==> src/rtl/mac_pkg.sv <==
// Shared types and width helpers for the MAC accumulator slice.
// The optional saturating accumulator is selected with the MAC_SAT_EN macro.
package mac_pkg;

  // Two-state frame FSM: collecting beats, or holding a finished result
  typedef enum logic {
    ST_ACC  = 1'b0,
    ST_HOLD = 1'b1
  } state_e;

  // Default accumulator width: wide enough that LEN full-scale products never overflow
  function automatic int acc_w_default(input int n, input int len);
    return 2 * n + $clog2(len);
  endfunction

  // Default counter width: must hold the value LEN itself
  // so that the carry counter can never wrap
  function automatic int cnt_w_default(input int len);
    return $clog2(len + 1);
  endfunction

endpackage

==> src/rtl/mac_accumulator_if.sv <==
// Beat input and result output handshakes of the MAC accumulator.
// The slave modport is the accumulator's view.
// The master modport is the surrounding system: the upstream stage plus the downstream consumer.
interface mac_accumulator_if
  import mac_pkg::*;
#(
  parameter int N     = 4,
  parameter int LEN   = 8,
  parameter int ACC_W = acc_w_default(N, LEN),
  parameter int CNT_W = cnt_w_default(LEN)
);

  logic             in_valid;
  logic             in_ready;
  logic [2*N-1:0]   in_prod;
  logic             in_cout;
  logic             out_valid;
  logic             out_ready;
  logic [ACC_W-1:0] out_acc;
  logic [CNT_W-1:0] out_ccnt;
  logic             out_sat;

  modport slave (
    input  in_valid, in_prod, in_cout, out_ready,
    output in_ready, out_valid, out_acc, out_ccnt, out_sat
  );

  modport master (
    output in_valid, in_prod, in_cout, out_ready,
    input  in_ready, out_valid, out_acc, out_ccnt, out_sat
  );

endinterface

==> src/rtl/mac_acc_add.sv <==
// Combinational accumulator adder.
// With MAC_SAT_EN defined, an overflowing sum clamps to all-ones and ovf reports the clamp.
// Without MAC_SAT_EN, the sum wraps modulo 2^ACC_W and no carry or compare logic exists.
module mac_acc_add #(
  parameter int ACC_W = 11
) (
  input  logic [ACC_W-1:0] a,
  input  logic [ACC_W-1:0] b,
  output logic [ACC_W-1:0] sum
`ifdef MAC_SAT_EN
  ,
  output logic             ovf
`endif
);

`ifdef MAC_SAT_EN
  logic [ACC_W:0] wide;

  // Add with one guard bit; a set guard bit means the true sum is out of range, so clamp
  always_comb begin
    wide = {1'b0, a} + {1'b0, b};
    ovf  = wide[ACC_W];
    sum  = wide[ACC_W] ? {ACC_W{1'b1}} : wide[ACC_W-1:0];
  end
`else
  // Plain modular add; any carry out of the top bit is simply lost
  always_comb begin
    sum = a + b;
  end
`endif

endmodule

==> src/rtl/mac_accumulator.sv <==
// MAC accumulator.
// Sums LEN unsigned products per frame and counts the beats that carried an adder carry-out.
// Each finished frame's result is held on a registered valid/ready output.
// Optional feature macro: MAC_SAT_EN selects a saturating accumulator with a sticky out_sat flag.
module mac_accumulator
  import mac_pkg::*;
#(
  parameter int N     = 4,
  parameter int LEN   = 8,
  parameter int ACC_W = acc_w_default(N, LEN),
  parameter int CNT_W = cnt_w_default(LEN)
) (
  input  logic            clk,
  input  logic            rst_n,
  input  logic            clr,
  mac_accumulator_if.slave bus
);

  state_e           state;
  state_e           state_next;
  logic             in_rdy;
  logic             out_vld;
  logic             accept;
  logic             last_beat;
  logic [2*N-1:0]   prod_in;
  logic [ACC_W-1:0] prod_ext;
  logic [ACC_W-1:0] acc;
  logic [ACC_W-1:0] acc_sum;
  logic [CNT_W-1:0] beat;
  logic [CNT_W-1:0] ccnt;
  logic [CNT_W-1:0] ccnt_next;
  logic [ACC_W-1:0] out_acc_q;
  logic [CNT_W-1:0] out_ccnt_q;

`ifdef MAC_SAT_EN
  logic             add_ovf;
  logic             sat_flag;
  logic             out_sat_q;
`endif

  assign prod_in   = bus.in_prod;
  assign prod_ext  = ACC_W'(prod_in);
  // Readiness is purely a function of state, so accept does not depend on the comb FSM block
  assign accept    = bus.in_valid & (state == ST_ACC);
  assign last_beat = (beat == CNT_W'(LEN - 1));
  assign ccnt_next = ccnt + CNT_W'(bus.in_cout);

  mac_acc_add #(
    .ACC_W (ACC_W)
  ) u_add (
    .a   (acc),
    .b   (prod_ext),
    .sum (acc_sum)
`ifdef MAC_SAT_EN
    ,
    .ovf (add_ovf)
`endif
  );

  // State register
  always_ff @(posedge clk or negedge rst_n) begin
    if (!rst_n) begin
      state <= ST_ACC;
    end else begin
      state <= state_next;
    end
  end

  // Next-state and handshake outputs; clr forces a return to collecting a fresh frame
  always_comb begin
    state_next = state;
    in_rdy     = 1'b0;
    out_vld    = 1'b0;
    case (state)
      ST_ACC: begin
        in_rdy = 1'b1;
        if (bus.in_valid && last_beat) begin
          state_next = ST_HOLD;
        end
      end
      ST_HOLD: begin
        out_vld = 1'b1;
        if (bus.out_ready) begin
          state_next = ST_ACC;
        end
      end
      default: begin
        state_next = ST_ACC;
      end
    endcase
    if (clr) begin
      state_next = ST_ACC;
    end
  end

  // Frame accumulation, counters, and capture of the finished result on the last beat
  always_ff @(posedge clk or negedge rst_n) begin
    if (!rst_n) begin
      acc        <= '0;
      beat       <= '0;
      ccnt       <= '0;
      out_acc_q  <= '0;
      out_ccnt_q <= '0;
    end else if (clr) begin
      acc  <= '0;
      beat <= '0;
      ccnt <= '0;
    end else if (accept) begin
      if (last_beat) begin
        out_acc_q  <= acc_sum;
        out_ccnt_q <= ccnt_next;
        acc        <= '0;
        beat       <= '0;
        ccnt       <= '0;
      end else begin
        acc  <= acc_sum;
        beat <= beat + 1'b1;
        ccnt <= ccnt_next;
      end
    end
  end

`ifdef MAC_SAT_EN
  // Sticky per-frame saturation flag, copied to out_sat together with the frame result
  always_ff @(posedge clk or negedge rst_n) begin
    if (!rst_n) begin
      sat_flag  <= 1'b0;
      out_sat_q <= 1'b0;
    end else if (clr) begin
      sat_flag  <= 1'b0;
      out_sat_q <= 1'b0;
    end else if (accept) begin
      if (last_beat) begin
        out_sat_q <= sat_flag | add_ovf;
        sat_flag  <= 1'b0;
      end else begin
        sat_flag  <= sat_flag | add_ovf;
      end
    end
  end

  assign bus.out_sat = out_sat_q;
`else
  assign bus.out_sat = 1'b0;
`endif

  assign bus.in_ready  = in_rdy;
  assign bus.out_valid = out_vld;
  assign bus.out_acc   = out_acc_q;
  assign bus.out_ccnt  = out_ccnt_q;

endmodule

==> src/flat_wrapper.sv <==
// flat-port wrapper written by rule: the top's interface ports become plain ports
module mac_accumulator_flat import mac_pkg::*;
#(
  parameter int N     = 4,
  parameter int LEN   = 8,
  parameter int ACC_W = acc_w_default(N, LEN),
  parameter int CNT_W = cnt_w_default(LEN)
)
  (clk, rst_n, clr, bus_in_valid, bus_in_prod, bus_in_cout, bus_out_ready, bus_in_ready, bus_out_valid, bus_out_acc, bus_out_ccnt, bus_out_sat);
  mac_accumulator_if #(.N(N), .LEN(LEN), .ACC_W(ACC_W), .CNT_W(CNT_W)) bus_i ();
  input  logic clk;
  input  logic rst_n;
  input  logic clr;
  input wire logic [$bits(bus_i.in_valid)-1:0] bus_in_valid;
  input wire logic [$bits(bus_i.in_prod)-1:0] bus_in_prod;
  input wire logic [$bits(bus_i.in_cout)-1:0] bus_in_cout;
  input wire logic [$bits(bus_i.out_ready)-1:0] bus_out_ready;
  output wire logic [$bits(bus_i.in_ready)-1:0] bus_in_ready;
  output wire logic [$bits(bus_i.out_valid)-1:0] bus_out_valid;
  output wire logic [$bits(bus_i.out_acc)-1:0] bus_out_acc;
  output wire logic [$bits(bus_i.out_ccnt)-1:0] bus_out_ccnt;
  output wire logic [$bits(bus_i.out_sat)-1:0] bus_out_sat;
  assign bus_i.in_valid = bus_in_valid;
  assign bus_i.in_prod = bus_in_prod;
  assign bus_i.in_cout = bus_in_cout;
  assign bus_i.out_ready = bus_out_ready;
  assign bus_in_ready = bus_i.in_ready;
  assign bus_out_valid = bus_i.out_valid;
  assign bus_out_acc = bus_i.out_acc;
  assign bus_out_ccnt = bus_i.out_ccnt;
  assign bus_out_sat = bus_i.out_sat;
  mac_accumulator #(.N(N), .LEN(LEN), .ACC_W(ACC_W), .CNT_W(CNT_W)) u_core (.clk(clk), .rst_n(rst_n), .clr(clr), .bus(bus_i));
endmodule
==> config.mk <==
export PLATFORM = sky130hd
export DESIGN_NAME = mac_accumulator_flat
export DESIGN_NICKNAME = d
export VERILOG_FILES = /design/src/rtl/mac_pkg.sv /design/src/rtl/mac_accumulator_if.sv /design/src/rtl/mac_acc_add.sv /design/src/rtl/mac_accumulator.sv /design/src/flat_wrapper.sv
export SDC_FILE = /design/constraint.sdc
export NUM_CORES = 1
export LEC_CHECK = 0
export CORE_ASPECT_RATIO = 1.5
export CORE_MARGIN = 2
export CORE_UTILIZATION = 36
export CTS_CLUSTER_SIZE = 8
export DETAILED_ROUTE_END_ITERATION = 6
export GPL_TIMING_DRIVEN = 1
export SYNTH_ARGS = -nofsm -noshare
export SYNTH_HDL_FRONTEND = slang
export SYNTH_SLANG_ARGS = --single-unit
==> constraint.sdc <==
create_clock -name clk -period 2.2 [get_ports clk]
set_clock_uncertainty 0.05 [all_clocks]
set_input_delay 0.44 -clock clk [delete_from_list [all_inputs] [get_ports clk]]
set_output_delay 0.44 -clock clk [all_outputs]
set_load 0.02 [all_outputs]
Word-level counts from Yosys, hierarchy flattened
Index checks and enable logic that the tools add are counted.

storage, ports and cells
  bits in registers = 35
  output and inout bits = 18
  logic and storage cells = 31

operators by class
  add/sub/neg operators = 3
  multiplexer cells = 15
  equality and inequality tests = 1
  bitwise logic cells = 3
  reduce and logical (&&, ||, !) cells = 3

operators by type and width
  operator               count
  $mux W11               3
  $mux W4                6
  $add A11 B8 Y11        1
  $mux W1                5
  $add A4 B1 Y4          1
  $add A4 B1 Y4 const B  1
  $eq A4 B3 Y1 const B   1
  $reduce_and A3 Y1      1
  $not A1 Y1             2
  $pmux W1 S2            1
  $reduce_bool A2 Y1     1
  $and A1 B1 Y1          1
  $logic_and A1 B1 Y1    1

Longest topological paths before layout
  depth after elaboration = 5
  depth in mapped cells = 7
  depth with buffers taken out = 6

Modules after synthesis
A second synthesis with hierarchy kept.

second synthesis, totals
  cells, all modules = 162
  area, all modules = 1946.9 um^2

by module, submodules not included
  module           sequential area each (um^2)  cells each  times used  area an instance (um^2)
  mac_accumulator  875.8                        100         1           1493.9
  mac_acc_add      0.0                          62          1           452.9

Least setup slack after synthesis
No wires, ideal clock.

  kind = in2reg
  start = input bus_in_prod[0]
  end = register u_core.out_acc_q[6] (netlist: u_core.bus.out_acc[6])
  buffers on the path = 0
  setup time = 125 ps
  stages = 6
  required time = 2025 ps
  path slack = 77 ps
  data arrival time = 1948 ps
  cell sequence = ha_1 > fa_1 > a211oi_1 > o21ai_0 > xor2_1 > mux2_2

between the ends
  longest elaborated chain between the ends = 1

ends and longest elaborated chain
  item                  RTL line                text
  from (decl)           flat_wrapper.sv:15      input wire logic [$bits(bus_i.in_prod)-1:0] bus_in_prod;
  $add A11 B8 Y11       mac_acc_add.sv:28       sum = a + b;
  to (signal assigned)  mac_accumulator.sv:110  out_acc_q <= acc_sum;
  to (decl)             mac_accumulator.sv:32   logic [ACC_W-1:0] out_acc_q;

No other way between the ends.
A chain may end at the register's enable or synchronous reset.

Worst setup path in the final report
Same ends and word-level chain as after synthesis.

==> impl_metrics.py <==
metrics = {
    "run_status": {
        "status": "finished, final reports clean",
    },
    "grt": {
        "grt_max_degree": 36,
        "grt_pass1_vias": 1532,
        "top_usage_layer": "met2",
        "grt_use_total": 0.166,
        "grt_overflow": 0,
        "grtUsageMet3": 0.0372,
        "met1_usage": 0.198,
        "use_met2": 0.284,
        "grt_pass1_wl_mm": 7.37,
        "antenna_found_initial": 0,
    },
    "worst_setup_path": {
        "r2r-start": "u_core.acc[0]$_DFFE_PN0P_",
        "reg2reg_slack_ns": 0.24,
        "r2r-end": "u_core.bus.out_acc[6]$_DFFE_PN0P_",
        "worstSetupEndpointType": "flop",
        "crit_arrival_ns": 2.27,
        "worstSetupPathType": "in2reg",
        "worstPathMaxFanout": 3,
        "cp.required_ns": 2.34,
        "cp-start-kind": "input port",
        "reg2reg_depth": 7,
    },
    "detailed_routing": {
        "drc": 0,
        "firstDrtPassIters": 4,
        "vias_per_cell": 5.15,
        "wl_mm": 4.32,
        "vias": 1549,
        "wire_per_inst_um": 14.4,
        "drt-initial-drc-count": 46,
        "ant_nets": 0,
    },
    "yosys": {
        "synth_top_cell_by_area": "dfrtp_1",
        "synthTopCellsByArea": "dfrtp_1, ha_1, nand2_1",
        "ys_types": 42,
        "netlist_area_mm2": 0.00184,
        "seq_area_frac_synth": 0.477,
        "synth_edf_count": 0,
        "netlist_top_cells_count": "dfrtp_1, nand2_1, o21ai_0, ha_1, a21oi_1",
        "synthFlopType": "dfrtp_1",
        "syn_area_per_cell_um2": 10.3,
        "yosys_register_bits": 35,
        "synth_top_area_frac": 0.477,
        "synth_nets": 205,
        "synth_cells": 179,
        "yosys_warnings": 0,
        "async_reset_ff_frac": 1.00,
        "synth.most_common_cell": "dfrtp_1",
    },
    "floorplan": {
        "fp.dieW_um": 62.3,
        "ios": 32,
        "core_area_mm2": 0.00489,
        "die_area_mm2": 0.00570,
        "initial_core_util": 0.376,
        "core.rowCount": 31,
        "die_height_um": 91.5,
    },
    "timing": {
        "finalHoldViolations": 0,
        "timing.final.ws_setup_ns": 0.0680,
        "setup_viol": 0,
        "fin_crit_sh": 0.969,
        "rsz0062_at_grt": "yes",
        "period_needed_ns": 2.13,
        "drv_slew": 0,
        "fmax_mhz": 469,
    },
    "final_layout": {
        "finalNonFillerCells": 301,
        "drive_above_1_share": 0.174,
        "area_delta_synth_final_pct": 36.0,
        "fillCellCount": 481,
        "diodes": 0,
        "nNetsFinal": 260,
        "seqCellArea_um2": 876,
        "multi_input_area_um2": 927,
    },
    "clocking": {
        "clkTransAtPathRegs_ns": 0.08,
        "cts_tree": "done",
        "clk_latency_ns": 0.30,
        "cts_root_buf": "clkbuf_8",
        "cts_made_buffers": 5,
        "clock-sinks": 35,
        "max-clock-path-buffers": 2,
        "cts_setup_buffers": 0,
        "htree_levels": 2,
    },
    "place": {
        "port_buffers": 30,
        "gp_congestion": 0.807,
        "post-dp-hpwl_mm": 3.07,
        "dpl_worst_slack_ns": -0.379,
        "place_inst": 293,
    },
    "power": {
        "p_leak_uw": 0.00116,
        "ir_drop_v": 0.000441,
        "finalPower_uw": 1710,
        "power.density_mw_per_mm2": 685,
    },
    "hold_path": {
        "worstHoldPathCells": 2,
        "hold_start": "u_core.bus.out_ccnt[1]$_DFFE_PN0P_",
        "holdPathEnd": "u_core.bus.out_ccnt[1]$_DFFE_PN0P_",
        "hold_path.class": "reg2reg",
    },
    "run": {
        "maxCapViolCount": 0,
    },
}
worst max path at each step:
stage / slack (ns) / start / endpoint / cells past startpoint
2_1_floorplan: 0.08 / bus_in_prod[0] / u_core.bus.out_acc[6]$_DFFE_PN0P_ / 6
3_3_place_gp: -0.36 / bus_in_prod[0] / u_core.bus.out_acc[6]$_DFFE_PN0P_ / 8
3_5_place_dp: -0.38 / bus_in_prod[0] / u_core.bus.out_acc[6]$_DFFE_PN0P_ / 8
4_1_cts: 0.02 / bus_in_prod[0] / u_core.bus.out_acc[6]$_DFFE_PN0P_ / 8
5_1_grt: -0.001 / bus_in_prod[0] / u_core.bus.out_acc[6]$_DFFE_PN0P_ / 8
6_report: 0.07 / bus_in_prod[0] / u_core.bus.out_acc[6]$_DFFE_PN0P_ / 8
per-stage QoR:
step	utilization	cell area, um2	setup TNS [ns]	hold WS [ns]
after floorplan	-	1840	0	0.0944
after global placement	0.486	2370	-3.03	0.411
after detailed placement	0.486	2370	-3.06	0.417
after CTS	0.510	2490	0	0.437
after global routing	0.511	2500	-0.000972	0.454
final	0.511	2500	0	0.429
cell usage in the layout, fill, tap and decap left out, types with 4 or more instances in the layout:
cell and n:
o21ai_0 11, a31oi_1 5, clkdlybuf4s50_1 30, xnor2_1 4, o211ai_1 5, nand3_1 4
buf_4 25, dfrtp_1 35, nand2_1 25, clkbuf_8 5, a22o_1 9, mux2_2 4
nor2_1 4, xor2_1 4, ha_1 10, a21o_1 4, a21oi_1 10
registers in the layout (all words and copies together), names as in the netlist:
signal and count:
u_core.acc 11, u_core.bus.out_acc 11, u_core.beat 4, u_core.bus.out_ccnt 4, u_core.ccnt 4, u_core.state 1
cells by family (layout without fill, tap and decap cells):
| group | count (synthesis) | count (layout) | synth area share |
|---|---|---|---|
| flip-flops | 35 | 35 | 0.477 |
| other | 1 | 1 | 0.00204 |
| multiplexers | 5 | 5 | 0.0300 |
| AO/OA/AOI/OAI | 58 | 58 | 0.213 |
| adder cells (fa/ha/maj) | 12 | 12 | 0.0858 |
| AND/OR/NAND/NOR | 50 | 50 | 0.131 |
| buffers and inverters | 10 | 66 | 0.0238 |
| XOR/XNOR | 8 | 8 | 0.0381 |
timing repair:
| item | 4_1_cts | 5_1_grt |
|---|---|---|
| hold endpoints to repair | 0 | 0 |
| setup endpoints to repair | 3 | 4 |
| gates resized for setup | 2 | 2 |
| hold buffers | 0 | 0 |
| pin swaps | 0 | 1 |
layout make-up:
cell class	count	area share
tap	66	0.0331
sequential	35	0.351
clock inverter	3	0.0175
clock buffer	5	0.0276
timing repair buffer	55	0.195
multi-input combinational	134	0.371
inverter	3	0.00451
routing by layer:
layer  vias to the layer above  part of all wire  routed length [um]
li1                        770                 -                   -
met1                       737              0.41                1790
met2                        35              0.53                2270
met3                         7             0.040                 172
met4                         0             0.019                  83
met5                         -                 0                   0
critical path: stages:
cell and delay (ns):
clkdlybuf4s50_1 0.41, ha_2 0.20, fa_2 0.35, a211oi_2 0.22, buf_4 0.14, o21ai_1 0.06, xor2_1 0.19, mux2_2 0.26
power breakdown:
group          total [uW]  internal (uW)  switching, uW
Sequential            726            684           41.8
Clock                 600            338            263
Combinational         385            191            194
Total                1710           1210            499
Power figures use the tool's default switching activity.
